[src/rtl/turn_signal_seq.sv]
// Parametrised tail-light sequencer: outward left/right sweeps, hazard flashing
// and a brake overlay across LIGHTS_PER_SIDE lights per side.
module turn_signal_seq #(
  parameter int LIGHTS_PER_SIDE = 3
) (
  input  logic                           clock,
  input  logic                           reset,
  input  logic                           enable,
  input  logic [3:0]                     stimulus,
  input  logic                           brake,
  output logic [2*LIGHTS_PER_SIDE-1:0]   response
);

  localparam int N  = LIGHTS_PER_SIDE;
  localparam int PW = $clog2(N + 1);
  localparam logic [PW-1:0] PHASE_MAX  = PW'(N);
  localparam logic [PW-1:0] PHASE_ZERO = {PW{1'b0}};
  localparam logic [PW-1:0] PHASE_ONE  = PW'(1);

  typedef enum logic [2:0] {
    IDLE    = 3'd0,
    LEFT    = 3'd1,
    RIGHT   = 3'd2,
    HAZ_ON  = 3'd3,
    HAZ_OFF = 3'd4
  } mode_t;

  mode_t         mode_r, mode_nx_s;
  logic [PW-1:0] phase_r, phase_nx_s;
  logic          clear_s, hazard_s, left_s, right_s;

  // Light pattern for a mode/phase; the side not sweeping goes fully on under brake.
  function automatic logic [2*N-1:0] lights(input mode_t m, input logic [PW-1:0] k,
                                            input logic brk);
    logic [N-1:0] lh;
    logic [N-1:0] rh;
    lh = {N{1'b0}};
    rh = {N{1'b0}};
    case (m)
      LEFT: begin
        for (int i = 0; i < N; i++) lh[i] = (i < int'(k));
        rh = brk ? {N{1'b1}} : {N{1'b0}};
      end
      RIGHT: begin
        for (int i = 0; i < N; i++) rh[N-1-i] = (i < int'(k));
        lh = brk ? {N{1'b1}} : {N{1'b0}};
      end
      IDLE: begin
        lh = brk ? {N{1'b1}} : {N{1'b0}};
        rh = brk ? {N{1'b1}} : {N{1'b0}};
      end
      HAZ_ON: begin
        lh = {N{1'b1}};
        rh = {N{1'b1}};
      end
      default: begin
        lh = {N{1'b0}};
        rh = {N{1'b0}};
      end
    endcase
    return {lh, rh};
  endfunction

  // Decode the active-low button bus into one prioritised request.
  always_comb begin
    clear_s  = ~stimulus[1];
    hazard_s = ~clear_s & (~stimulus[2] | (~stimulus[3] & ~stimulus[0]));
    left_s   = ~clear_s & ~hazard_s & ~stimulus[3];
    right_s  = ~clear_s & ~hazard_s & ~left_s & ~stimulus[0];
  end

  // Next mode/phase; clear bypasses the enable qualifier.
  always_comb begin
    mode_nx_s  = mode_r;
    phase_nx_s = phase_r;
    if (clear_s) begin
      mode_nx_s  = IDLE;
      phase_nx_s = PHASE_ZERO;
    end else if (enable) begin
      case (mode_r)
        IDLE: begin
          if (hazard_s) begin
            mode_nx_s  = HAZ_ON;
            phase_nx_s = PHASE_ZERO;
          end else if (left_s) begin
            mode_nx_s  = LEFT;
            phase_nx_s = PHASE_ONE;
          end else if (right_s) begin
            mode_nx_s  = RIGHT;
            phase_nx_s = PHASE_ONE;
          end else begin
            mode_nx_s  = IDLE;
            phase_nx_s = PHASE_ZERO;
          end
        end
        LEFT, RIGHT: begin
          // A started sweep runs to completion unless hazard pre-empts it.
          if (hazard_s) begin
            mode_nx_s  = HAZ_ON;
            phase_nx_s = PHASE_ZERO;
          end else if (phase_r < PHASE_MAX) begin
            mode_nx_s  = mode_r;
            phase_nx_s = phase_r + PHASE_ONE;
          end else begin
            mode_nx_s  = IDLE;
            phase_nx_s = PHASE_ZERO;
          end
        end
        HAZ_ON: begin
          mode_nx_s  = hazard_s ? HAZ_OFF : IDLE;
          phase_nx_s = PHASE_ZERO;
        end
        HAZ_OFF: begin
          mode_nx_s  = hazard_s ? HAZ_ON : IDLE;
          phase_nx_s = PHASE_ZERO;
        end
        default: begin
          mode_nx_s  = IDLE;
          phase_nx_s = PHASE_ZERO;
        end
      endcase
    end else begin
      mode_nx_s  = mode_r;
      phase_nx_s = phase_r;
    end
  end

  // State and registered light drive, built from the next state and current brake.
  always_ff @(posedge clock) begin
    if (reset) begin
      mode_r   <= IDLE;
      phase_r  <= PHASE_ZERO;
      response <= {(2*N){1'b0}};
    end else begin
      mode_r   <= mode_nx_s;
      phase_r  <= phase_nx_s;
      response <= lights(mode_nx_s, phase_nx_s, brake);
    end
  end

endmodule

[config.mk]
export PLATFORM = sky130hd
export DESIGN_NAME = turn_signal_seq
export DESIGN_NICKNAME = d
export VERILOG_FILES = /design/src/rtl/turn_signal_seq.sv
export SDC_FILE = /design/constraint.sdc
export NUM_CORES = 1
export LEC_CHECK = 0
export BUFFER_PORTS_ARGS = -buffer_cell sky130_fd_sc_hd__buf_2
export CAP_MARGIN = 10
export CORE_AREA = 4 4 41 43
export DETAILED_ROUTE_END_ITERATION = 8
export DIE_AREA = 0 0 45 47
export PLACE_DENSITY = 0.7
export SLEW_MARGIN = 5
export SYNTH_ARGS = -nofsm -noshare
export SYNTH_HDL_FRONTEND = slang
export SYNTH_SLANG_ARGS = --single-unit
[constraint.sdc]
create_clock -name clock -period 2 [get_ports clock]
set_input_delay 0.4 -clock clock [delete_from_list [all_inputs] [get_ports clock]]
set_output_delay 0.4 -clock clock [all_outputs]
set_load 0.02 [all_outputs]
==> out/results.ini <==
[critical_path]
cp_top_family = flip-flops
critPathLaunch = mode_r[1]$_SDFF_PP0_
r2r_start = mode_r[1]$_SDFF_PP0_
worstPathMaxFanout = 12
cp_num_buf_inv = 0
critPathKind = reg2reg
cp.depth = 5
crit_path_end = response[1]$_SDFF_PP0_
cp-end-kind = register
regToRegEndpoint = response[1]$_SDFF_PP0_
crit_required_ns = 2.14
arrival_ns = 1.79
crit_slowest_cell = dfxtp_1
r2r_cells = 5
cp_cell_sequence = nor4b_2, o221ai_1, a21oi_2, and2_1, a21oi_1
r2r_setup_slack_ns = 0.35
startpoint_type = register
slowest_delay_ns = 0.59

[floorplan]
die-area_mm2 = 0.002115
start_util = 0.4779
core_mm2 = 0.001301
die_h_um = 47
rows = 13
num_io_pins = 14
die_x_um = 45

[sta]
hold_viol_final = 0
drv_slew = 0
period_share = 0.8266
timing.slew.headroom = 0.7130
fmax_ghz = 0.6049
holdWs_ns = 0.3716
worstMarginPinSlew_ns = 0.4299
rsz0062_at_grt = false
finClkSkew_ns = 0.005189
setup-tns-final_ns = 0
fin_crit_ns = 1.653
setup_violations = 0

[drt]
finalWirelength_mm = 1.268
wire_per_inst_um = 12.94
viasPerCell = 5.592
drtPass1Iterations = 4
vias = 548
ant_nets = 0
drtIter0Drc = 12
drt_drc_violations_left = 0

[synth]
synth_fp_nets = 78
postSynthAreaPerCell_um2 = 9.012
ys_warn_count = 0
yosys_register_bits = 11
seq_area_frac_synth = 0.3541
ys_types = 25
synthesis.area_um2 = 621.8
syn_inst = 69

[power]
power.density_mw_per_mm2 = 682.1
leakage_nw = 0.3198
max-vdd-ir-drop_v = 0.0003867

[final_layout]
final_common_cell = buf_2
final_cell_mix = buf_2 (13), dfxtp_1 (11), nor2_1 (8)
diodes = 0
layout-drive-gt1-share = 0.2410
nets = 93
syn_to_final_growth_pct = 12.88

[clocking]
clockBufferDepth = 2
postCtsHoldBufs = 0
cts_htree_levels = 1
root_buffer = clkbuf_4
cts_num_sinks = 11
cts_buffers = 3
cts_setup_buffers = 0
cts-resized-gates = 0
cts_tree = yes
insertion_delay_ns = 0.27
clk_pin_slew_ns = 0.07

[outcome]
outcome = finished, final reports clean

[placement]
gp_congestion = 0.8439
port_buffers = 13
hpwl_um = 975

[flow_run]
max_cap_violations = 0

[grt]
antenna_found_initial = 0
globalRoute.totalOverflow = 0
grt_max_degree = 13
grtUsageMet2 = 0.2175
track_usage = 0.1415
grt_pass1_wl_mm = 2.111
grt.busiest_layer = met2
gr-usage-met3 = 0.02682
grt_pass1_vias = 483
use_met1 = 0.1829

[hold_path]
holdCritPathClass = in2reg
hold_depth = 2

## cells by family after synthesis
family          synth area share
fa+ha+maj                0.02012
compound gates            0.3038
buf+inv                  0.06037
flops                     0.3541
simple gates              0.2052
xor+xnor                 0.05633
## cell usage after synthesis, drive strengths merged
cell,n,area share
o221ai,2,0.028
and2,3,0.030
o211a,1,0.016
nand2,3,0.018
nor2b,5,0.050
ha,1,0.020
nor4b,2,0.048
o21ai,5,0.040
a32o,1,0.016
dfxtp,11,0.35
a2111oi,1,0.024
a32oi,2,0.028
xor2,4,0.056
a21bo,1,0.016
or2,1,0.010
a21oi,8,0.070
a22oi,2,0.024
o21a,2,0.024
inv,2,0.012
a41o,1,0.016
buf,3,0.048
nor2,8,0.048
## where the power goes
part / leakage [nW] / switching, mW / internal (mW)
sequential: 0.0905 / 0.00917 / 0.231
clock: 0.0150 / 0.0730 / 0.0772
combinational: 0.214 / 0.0515 / 0.0366
total: 0.320 / 0.134 / 0.345
## how the worst min path moves through the flow
stage	from	end	slack, ns
after floorplan	reset	mode_r[2]$_SDFF_PP0_	0.47
after global placement	phase_r[0]$_SDFF_PP0_	phase_r[0]$_SDFF_PP0_	0.57
after detailed placement	phase_r[1]$_SDFF_PP0_	phase_r[1]$_SDFF_PP0_	0.56
after CTS	reset	mode_r[2]$_SDFF_PP0_	0.37
after global routing	reset	mode_r[1]$_SDFF_PP0_	0.36
final	reset	mode_r[1]$_SDFF_PP0_	0.37
## per-stage QoR
stage                     utilization  cells  setup slack, ns  power (mW)  instance area, um^2
after detailed placement       0.5192     94           0.3542      0.3338                675.6
after global placement         0.5192     94           0.3376      0.3330                675.6
after floorplan                     -     69           0.5565      0.3036                621.8
final                          0.5394     98           0.3467      0.4788                701.9
after global routing           0.5394     98           0.2321      0.5053                701.9
after CTS                      0.5394     98           0.3510      0.4810                701.9
## sequential cells by signal (all words and copies together), names as in the netlist
register	flops
phase_r	2
response	6
mode_r	3
## metal layers
metal  share of wire  vias to the layer above  wire (um)
li1                -                      281          -
met1            0.46                      251        577
met2            0.48                       11        604
met3           0.043                        5         55
met4           0.024                        0         31
met5               0                        -          0
## cell type report
type                    count  area, um^2
repair buffers             13       65.06
fillers                   131       599.3
inverters                   2       7.507
well taps                  15       18.77
clock buffers               4       26.28
multi-input cells          53       364.1
flip-flops and latches     11       220.2
(Power assumes the default switching activity.)
